==> src/rtl/uart_rx_deframer.sv <==
// uart_rx_deframer: receives 8N1 frames from the UART transmitter's tx line.
// The serial input passes through a two-flop synchronizer. Each bit is sampled
// once at mid-bit. Every completed frame yields a byte plus either a one-cycle
// valid pulse or a one-cycle framing-error pulse.
module uart_rx_deframer #(
    parameter int BAUD_DIV = 4
) (
    input  logic       clk,
    input  logic       reset,
    input  logic       rx,
    output logic [7:0] data_out,
    output logic       rx_valid,
    output logic       frame_error,
    output logic       busy
);

    localparam int          HALF      = BAUD_DIV / 2;
    localparam logic [15:0] HALF_LAST = 16'(HALF - 1);
    localparam logic [15:0] BIT_LAST  = 16'(BAUD_DIV - 1);

    typedef enum logic [2:0] {
        IDLE,
        START,
        DATA,
        STOP,
        RECOVER
    } state_t;

    state_t      state;
    logic        rx_meta;
    logic        rx_s;
    logic [15:0] baud_cnt;
    logic [2:0]  bit_cnt;
    logic [7:0]  shift_reg;

    // Two-flop synchronizer; both flops reset to the idle (high) line level
    always_ff @(posedge clk or posedge reset) begin
        if (reset) begin
            rx_meta <= 1'b1;
            rx_s    <= 1'b1;
        end else begin
            rx_meta <= rx;
            rx_s    <= rx_meta;
        end
    end

    // Frame FSM: start detection, mid-bit sampling, stop check and break recovery
    always_ff @(posedge clk or posedge reset) begin
        if (reset) begin
            state       <= IDLE;
            baud_cnt    <= 16'd0;
            bit_cnt     <= 3'd0;
            shift_reg   <= 8'h00;
            data_out    <= 8'h00;
            rx_valid    <= 1'b0;
            frame_error <= 1'b0;
            busy        <= 1'b0;
        end else begin
            rx_valid    <= 1'b0;
            frame_error <= 1'b0;
            case (state)
                IDLE: begin
                    busy <= 1'b0;
                    if (!rx_s) begin
                        state    <= START;
                        baud_cnt <= 16'd0;
                        busy     <= 1'b1;
                    end
                end
                START: begin
                    if (baud_cnt == HALF_LAST) begin
                        baud_cnt <= 16'd0;
                        if (!rx_s) begin
                            state   <= DATA;
                            bit_cnt <= 3'd0;
                        end else begin
                            state <= IDLE;
                            busy  <= 1'b0;
                        end
                    end else begin
                        baud_cnt <= baud_cnt + 16'd1;
                    end
                end
                DATA: begin
                    if (baud_cnt == BIT_LAST) begin
                        baud_cnt  <= 16'd0;
                        shift_reg <= {rx_s, shift_reg[7:1]};
                        bit_cnt   <= bit_cnt + 3'd1;
                        if (bit_cnt == 3'd7) begin
                            state <= STOP;
                        end
                    end else begin
                        baud_cnt <= baud_cnt + 16'd1;
                    end
                end
                STOP: begin
                    if (baud_cnt == BIT_LAST) begin
                        baud_cnt <= 16'd0;
                        if (rx_s) begin
                            data_out <= shift_reg;
                            rx_valid <= 1'b1;
                            state    <= IDLE;
                            busy     <= 1'b0;
                        end else begin
                            frame_error <= 1'b1;
                            state       <= RECOVER;
                        end
                    end else begin
                        baud_cnt <= baud_cnt + 16'd1;
                    end
                end
                RECOVER: begin
                    busy <= 1'b1;
                    if (rx_s) begin
                        state <= IDLE;
                        busy  <= 1'b0;
                    end
                end
                default: begin
                    state <= IDLE;
                    busy  <= 1'b0;
                end
            endcase
        end
    end

endmodule

==> config.mk <==
export PLATFORM = sky130hd
export DESIGN_NAME = uart_rx_deframer
export DESIGN_NICKNAME = d
export VERILOG_FILES = /design/src/rtl/uart_rx_deframer.sv
export SDC_FILE = /design/constraint.sdc
export NUM_CORES = 1
export LEC_CHECK = 0
export CAP_MARGIN = 5
export CELL_PAD_IN_SITES_DETAIL_PLACEMENT = 1
export CELL_PAD_IN_SITES_GLOBAL_PLACEMENT = 1
export CORE_MARGIN = 1
export CORE_UTILIZATION = 50
export DETAILED_ROUTE_END_ITERATION = 10
export PLACE_DENSITY = 0.87
export SKIP_LAST_GASP = 1
export SYNTH_ARGS = -nofsm -noshare
export SYNTH_HDL_FRONTEND = slang
export SYNTH_SLANG_ARGS = --single-unit
==> constraint.sdc <==
create_clock -name clk -period 3.5 [get_ports clk]
set_clock_uncertainty 0.2 [all_clocks]
set_input_delay 0.525 -clock clk [delete_from_list [all_inputs] [get_ports clk]]
set_output_delay 0.525 -clock clk [all_outputs]
set_load 0.01 [all_outputs]
* After elaboration in Yosys (flattened, before gate mapping)
Cells that the tools add are included.
Widths: inputs -> output; s select.
** Operators by class
- $add $sub $neg :: 2
- Multiply operators :: 0
- Div/mod/pow operators :: 0
- Magnitude comparators :: 0
- Equality and inequality tests :: 14
- Shifts and indexed selects :: 0
- Multiplexer cells :: 27
- Bitwise operators :: 1
- Reduce and logical (&&, ||, !) cells :: 11
** Operators with widths (count)
- $mux 16 :: 3
- $pmux 16 s3 :: 1
- $mux 3 :: 10
- $add 16x1->16 const B :: 1
- $eq 16x1->1 const B :: 1
- $eq 16x2->1 const B :: 1
- $pmux 3 s5 :: 1
- $ne 2x2->1 const B :: 7
- $mux 1 :: 9
- $eq 3x2->1 const B :: 2
- $eq 3x3->1 const B :: 2
- $pmux 3 s2 :: 1
- $reduce_and 3->1 :: 2
- $reduce_and 6->1 :: 1
- $pmux 1 s4 :: 1
- $reduce_and 2->1 :: 2
- $reduce_and 4->1 :: 1
- $reduce_or 2->1 :: 2
- $add 3x1->3 const B :: 1
- $eq 3x1->1 const B :: 1
- $logic_not 3->1 :: 1
- $reduce_bool 3->1 :: 1
- $mux 2 :: 1
- $reduce_bool 2->1 :: 1
- $not 1->1 :: 1
** Storage, ports and cells
- Register bits :: 43
- Bits in latches :: 0
- Bits in writable memories :: 0
- Memory bits (read-only) :: 0
- Output and inout bits :: 11
- Logic and storage cells :: 65
- Memories kept :: 0

* Logic depth before layout (Yosys ltp)
Gate-level depths: netlist of run 1.
- Depth in word-level cells :: 4
- Depth in mapped cells :: 8
- Gate-level depth less buffers :: 7

* Worst setup path after synthesis of run 1
No wires, ideal clock.
- Path type :: register to register
- From :: reg baud_cnt[0]
- To :: reg baud_cnt[10]
- Setup time :: 0.082 ns
- Arrival :: 1.825 ns
- Path slack :: 1.394 ns
- Stages on the path, launching flop included :: 9
- Path buffers :: 2
- Path through :: dfrtp_1 ha_1 nor3b_1 and4_1 buf_4 a2bb2oi_2 buf_6 or2_2 a31oi_1
** On the way
- Word-level cells in the longest chain between the ends :: 3
- Elaborated cells on any way between the ends :: 6
** RTL lines
- start: declaration :: RTL line 32 : logic [15:0] baud_cnt;
- start signal: assignment :: RTL line 81 : baud_cnt <= baud_cnt + 16'd1;
- start signal: assignment :: RTL line 93 : baud_cnt <= baud_cnt + 16'd1;
- start signal: assignment :: RTL line 109 : baud_cnt <= baud_cnt + 16'd1;
- $add 16x1->16 (tied with other cells) :: RTL line 81, 93, 109
- $mux 16, on equally long branches :: RTL line 85, 97, 71
- $pmux 16 s3 (*) :: RTL line 61 : case (state)
Every way passes the cells marked *; elsewhere a longest branch is shown, timed or not.
A chain may end at the register's enable or synchronous reset.

* Final worst setup path of run 1
- From :: reg baud_cnt[0]
- To :: reg baud_cnt[13]
The elaborated chain is that of the path after synthesis.

==> reports/metrics.csv, run 1 <==
metric;value;unit
status;finished clean;
num_io_pins;14;
initial_core_util;0.529;
worst_slew_pin_slew;0.771;ns
cap_violations;0;
track_usage;0.249;
crit_arrival;2.61;ns
finalMaxSlewViolations;0;
post-route-min-period;2.59;ns
timing_worst_setup_path_type;reg -> reg;
drt_wl_total;4970;um
tritoncts;done;
worstPathRequired;3.52;ns
fin_tns_setup;0;ns
synthesis.area;2160;um^2
globalplace.congestion;0.756;
ys.flop_type;dfrtp_1;
numCtsBuffers;5;
largest_reg_flops;16;
max_slew_margin;0.483;
syn_area_per_cell;11.4;um^2
fin_crit_sh;0.740;
drt_iter0_markers;74;
power;1.56;mW
syn_inst;190;
vias_per_cell;6.10;
ys_warn_count;0;
place_inst;246;
p_per_area;653;nW/um^2
hold_path.class;reg -> reg;
dr.pass1.iters;4;
critPathMaxFanout;18;
core_region_area;4090;um^2
root_buffer;clkbuf_8;
synth-seq-area-share;0.499;
clkTransAtPathRegs;0.08;ns
ys_ff_latch;43;
synth_edf_count;0;
antenna_cells;0;
port_buffers;13;
vdd_ir_drop_max;0.000325;V
setup-violations-final;0;
die_height;67.7;um
htreeDepth;2;
drive_gt1_frac;0.230;
die_w;67.7;um
rows;23;
cp-start-kind;flip-flop;
grt_pass1_wl;8130;um
clkSinkCount;43;
grt_max_degree;44;
clock_latency;0.30;ns
syn_to_final_growth;10.7;%
syn_nets;197;
rsz0062_at_grt;no;
max_freq;0.386;GHz
drc_errors;0;
cp-end-kind;flip-flop;
post_cts_resized;0;
p_leak;1.11;nW
post_drt_wl_per_cell;19.6;um
post_cts_buffers;0;
grt_overflow;0;
clk_path_buf_depth;2;
hold_viol;0;
post_dp_cell_area;2300;um^2
num-nets-final;210;
ys_types;49;
dieArea;4590;um^2
final_cells;254;
grt_pass1_vias;1559;
final_antenna_net_count;0;
num_vias;1550;
dpl.hpwl;3430;um
antenna_found_initial;0;
fin_area;2390;um^2
synthArstFlopShare;1.00;
cts_hold_buf;0;
## layer usage
metal / routed length, um / track usage
met1: 2160 / 0.311
met2: 2570 / 0.423
met3: 146 / 0.0574
met4: 94 / 0.0798
met5: 0 / 0
## stage by stage
step / setup slack [ns] / util / hold slack [ns]
3_5_place_dp: 0.943 / 0.564 / 0.149
6_report: 0.909 / 0.585 / 0.159
5_1_grt: 0.758 / 0.585 / 0.158
4_1_cts: 0.939 / 0.585 / 0.163
3_3_place_gp: 1.15 / 0.564 / 0.147
2_1_floorplan: 1.39 / - / 0.145
## synth_stat cells, drive strengths merged (2+ instances only)
master	number	share of area
and3	7	0.021
nor3b	3	0.010
mux2	17	0.090
nor2b	2	0.0058
and2	2	0.0058
nor3	3	0.017
a21oi	10	0.025
nand2	11	0.019
and4	2	0.0081
a31oi	8	0.023
dfrtp	41	0.47
dfstp	2	0.024
or3	4	0.012
nand2b	3	0.0087
a41oi	2	0.0081
nand4	3	0.0087
and2b	3	0.012
inv	8	0.014
buf	6	0.023
o21ai	9	0.024
nor4	3	0.025
clkbuf	2	0.0035
ha	4	0.023
nor2	8	0.014
nand3	10	0.025
a22o	5	0.021
## cell families after synthesis
family / Yosys count / synth area share
flops: 43 / 0.499
buf+inv: 16 / 0.0405
fa+ha+maj: 4 / 0.0232
mux: 17 / 0.0903
simple gates: 66 / 0.200
compound gates: 43 / 0.142
xor+xnor: 1 / 0.00405
## worst max-delay path, cell delays in order, from the launching register on
cell and delay, ns:
dfrtp_1 0.44, ha_1 0.30, nor3b_1 0.17, and4_1 0.30, o2bb2ai_2 0.66, a41oi_1 0.21, a31oi_1 0.22
## cell type report
cell class | count | area (um^2)
flip-flops and latches | 43 | 1080
repair buffers | 14 | 138
inverters | 8 | 30.0
clock buffers | 5 | 68.8
multi-input cells | 131 | 995
well taps | 50 | 62.6
fillers | 443 | 1690
clock inverters | 3 | 20.0
## where the power goes
part	internal, mW	switching, mW	total, mW
Sequential	0.573	0.0928	0.666
Combinational	0.241	0.338	0.579
Clock	0.139	0.179	0.318
Total	0.953	0.610	1.56
## placed cells by master, fill, tap and decap left out, types with 3 or more instances in the layout
cell,synthesis,final
mux2_2,16,16
and3_1,5,5
nor3b_1,3,3
clkbuf_8,0,5
nor2_1,8,8
o21ai_0,6,6
dfrtp_1,41,41
ha_1,4,4
nand4_1,3,3
clkdlybuf4s50_1,0,13
nand2b_1,3,3
a31oi_1,8,8
inv_1,8,8
nand2_1,11,11
a22o_1,3,3
a21oi_1,9,9
nand3_1,9,9
or3_1,4,4
and2b_2,3,3
## path summary, 6_finish.rpt
kind	from	endpoint	slack (ns)	cells after the start
worst max-delay path	baud_cnt[0]$_DFFE_PP0P_	baud_cnt[13]$_DFFE_PP0P_	0.91	6
min in group asynchronous	reset	data_out[6]$_DFFE_PP0P_	0.44	3
worst max register to register	baud_cnt[0]$_DFFE_PP0P_	baud_cnt[13]$_DFFE_PP0P_	0.91	6
max in group asynchronous	reset	data_out[7]$_DFFE_PP0P_	2.28	3
worst min register to register	rx_meta$_DFF_PP1_	rx_s$_DFF_PP1_	0.16	0
worst min-delay path	rx_meta$_DFF_PP1_	rx_s$_DFF_PP1_	0.16	0
(Power assumes the default switching activity.)
==> inputs of run 2 (changes only) <==
--- a/config.mk
+++ b/config.mk
@@ -9,9 +9,9 @@
 export CELL_PAD_IN_SITES_DETAIL_PLACEMENT = 1
 export CELL_PAD_IN_SITES_GLOBAL_PLACEMENT = 1
 export CORE_MARGIN = 1
-export CORE_UTILIZATION = 50
+export CORE_UTILIZATION = 42
 export DETAILED_ROUTE_END_ITERATION = 10
-export PLACE_DENSITY = 0.87
+export PLACE_DENSITY = 0.78
 export SKIP_LAST_GASP = 1
 export SYNTH_ARGS = -nofsm -noshare
 export SYNTH_HDL_FRONTEND = slang
==> constraint.sdc (replaced) <==
create_clock -name clk -period 2.16 [get_ports clk]
set_clock_uncertainty 0.2 [all_clocks]
set_input_delay 0.324 -clock clk [delete_from_list [all_inputs] [get_ports clk]]
set_output_delay 0.324 -clock clk [all_outputs]
set_load 0.01 [all_outputs]
==> run 2 against run 1 <==
Effect of this change: the run now ends with negative setup slack left; worst setup slack got worse by 0.99 ns; critical path depth rose by 1; combinational power rose by 140%; die area rose by 18%; sequential power rose by 56%; first-iteration DRC count fell by 41%; non-clock buffer count rose by 32; wire length rose by 15%; clock-buffer cell count did not move; clock power rose by 98%; fmax rose by 16%; sequential share of layout area fell by 6.5 points; highest routed layer unchanged.
==> reports/metrics.csv, run 2 (synthesis results as in run 1) <==
metric;value;unit;change
status;complete, but fails checks;;was finished clean
violations;negative setup slack;;
final_common_cell;dfrtp_1;;unchanged
cpPeakStageDelay;0.44;ns;was 0.66 ns
dieArea;5440;um^2;was 4590 um^2
rows;25;;was 23
fin_area;2800;um^2;was 2390 um^2
worstPathRequired;2.13;ns;was 3.52 ns
max_freq;0.446;GHz;was 0.386 GHz
switching_power;1.11;mW;was 0.610 mW
clkTransAtPathRegs;0.08;ns;about the same
r2r_slack;-0.08;ns;was 0.91 ns
p_int;1.95;mW;was 0.953 mW
clkSinkCount;43;;unchanged
swShare;0.362;;was 0.390
num_vias;1689;;was 1550
crit_arrival;2.21;ns;was 2.61 ns
die_height;73.7;um;was 67.7 um
crit_slowest_cell;dfrtp_1;;was o2bb2ai_2
dr.pass1.iters;4;;unchanged
largest_reg_flops;16;;unchanged
initial_core_util;0.446;;was 0.529
root_buffer;clkbuf_8;;unchanged
port_buffers;13;;unchanged
grt_pass1_vias;1911;;was 1559
track_usage;0.233;;was 0.249
globalplace.congestion;0.855;;was 0.756
use_met3;0.0439;;was 0.0574
cp-end-kind;flip-flop;;unchanged
hold_path.class;in -> async;;was reg -> reg
timing_worst_setup_path_type;reg -> reg;;unchanged
drive_gt1_frac;0.377;;was 0.230
clock_latency;0.30;ns;about the same
p_comb_frac;0.453;;was 0.370
cap_violations;0;;unchanged
clockPowerShare;0.206;;was 0.204
worst_slew_pin_slew;0.485;ns;was 0.771 ns
num-nets-final;242;;was 210
path_cells;nor4_4, buf_4, and4_4, a2bb2oi_4, buf_6, nor3_4, a211o_1;;was ha_1, nor3b_1, and4_1, o2bb2ai_2, a41oi_1, a31oi_1
cp-start-kind;flip-flop;;unchanged
tritoncts;done;;unchanged
power;3.05;mW;was 1.56 mW
vias_per_cell;5.57;;was 6.10
p_per_area;1090;nW/um^2;was 653 nW/um^2
grt_most_used_layer;met2;;unchanged
antenna_cells;0;;unchanged
met1_usage;0.266;;was 0.311
hold_viol;0;;unchanged
antenna_found_initial;0;;unchanged
drt_wl_total;5700;um;was 4970 um
fin_tns_setup;-0.620;ns;was 0 ns
post_dp_cell_area;2530;um^2;was 2300 um^2
finalMaxSlewViolations;0;;unchanged
drc_errors;0;;unchanged
final_antenna_net_count;0;;unchanged
grt_max_degree;23;;was 44
syn_to_final_growth;29.6;%;was 10.7%
final_cell_mix;40 x dfrtp_1, 29 x buf_4, 16 x mux2_2;;was 41 x dfrtp_1, 16 x mux2_2, 13 x clkdlybuf4s50_1
numCtsBuffers;5;;unchanged
htreeDepth;2;;unchanged
post-route-min-period;2.24;ns;was 2.59 ns
die_w;73.7;um;was 67.7 um
dpl.hpwl;3750;um;was 3430 um
critPathMaxFanout;3;;was 18
grt_pass1_wl;9380;um;was 8130 um
drt_iter0_markers;44;;was 74
fin_crit_sh;1.04;;was 0.740
setup-violations-final;16;;was 0
core_region_area;4850;um^2;was 4090 um^2
rsz0062_at_grt;yes;;was no
setup_ws;-0.0825;ns;was 0.909 ns
vdd_ir_drop_max;0.000524;V;was 0.000325 V
max_slew_margin;0.677;;was 0.483
post_drt_wl_per_cell;18.8;um;was 19.6 um
grt_overflow;0;;unchanged
power_frac_seq;0.340;;was 0.426
cts_hold_buf;0;;unchanged
clk_path_buf_depth;2;;unchanged
num_io_pins;14;;unchanged
met2_usage;0.418;;was 0.423
p_leak;1.31;nW;was 1.11 nW
fill_cells;521;;was 443
-- run 2: final timing paths --
| path | cells after the start | to | startpoint |
|---|---|---|---|
| worst min-delay path | 2 | rx_meta$_DFF_PP1_ | reset |
| worst min register to register | 0 | rx_s$_DFF_PP1_ | rx_meta$_DFF_PP1_ |
| worst max register to register | 7 | baud_cnt[12]$_DFFE_PP0P_ | baud_cnt[13]$_DFFE_PP0P_ |
| max in group asynchronous | 3 | rx_s$_DFF_PP1_ | reset |
| worst max-delay path | 7 | baud_cnt[12]$_DFFE_PP0P_ | baud_cnt[13]$_DFFE_PP0P_ |
| min in group clk | 0 | rx_s$_DFF_PP1_ | rx_meta$_DFF_PP1_ |
-- run 2: routing by layer --
layer  wire length, um  part of all wire
met1              2490              0.44
met2              2810              0.49
met3               192             0.034
met4               206             0.036
met5                 0                 0
-- run 2: power by group through the flow --
stage / Combinational (mW) / Sequential [mW] / Clock, mW
floorplan: 0.751 / 1.04 / 0
global placement: 1.08 / 1.04 / 0
detailed placement: 1.14 / 1.05 / 0
CTS: 1.27 / 1.04 / 0.647
global route: 1.50 / 1.06 / 0.680
finish: 1.38 / 1.04 / 0.631
-- run 2: area by class of cell --
class / instances / area, um^2 / share of cell area
sequential: 43 / 1080 / 0.386
tap: 67 / 83.8 / 0.0299
multi-input combinational: 131 / 1080 / 0.387
inverter: 8 / 30.0 / 0.0107
clock buffer: 5 / 68.8 / 0.0246
timing repair buffer: 46 / 410 / 0.147
clock inverter: 3 / 43.8 / 0.0156
-- run 2: what timing repair did --
| action | CTS | global route |
|---|---|---|
| gates resized for setup | 4 | 18 |
| hold endpoints to repair | 0 | 0 |
| pin swaps | 3 | 8 |
| setup buffers | 5 | 3 |
| endpoints found under the setup margin | 30 | 30 |
-- run 2: critical path: cells and delay by family (launching register included) --
family                 cells  cell delay (ns)
DFF                        1             0.44
buffers and inverters      2             0.31
AOI/OAI and AO/OA          2             0.48
and+or+nand+nor            3             0.68
-- run 2: stage by stage --
stage                     worst slack (ns)   util  hold WS [ns]  instances
after detailed placement            -0.177  0.522         0.157        287
final                              -0.0825  0.578         0.159        303
after CTS                          -0.0157  0.558         0.161        300
after floorplan                     0.0535      -         0.128        190
after global routing                -0.139  0.578         0.156        303
after global placement            0.000534  0.522         0.149        287
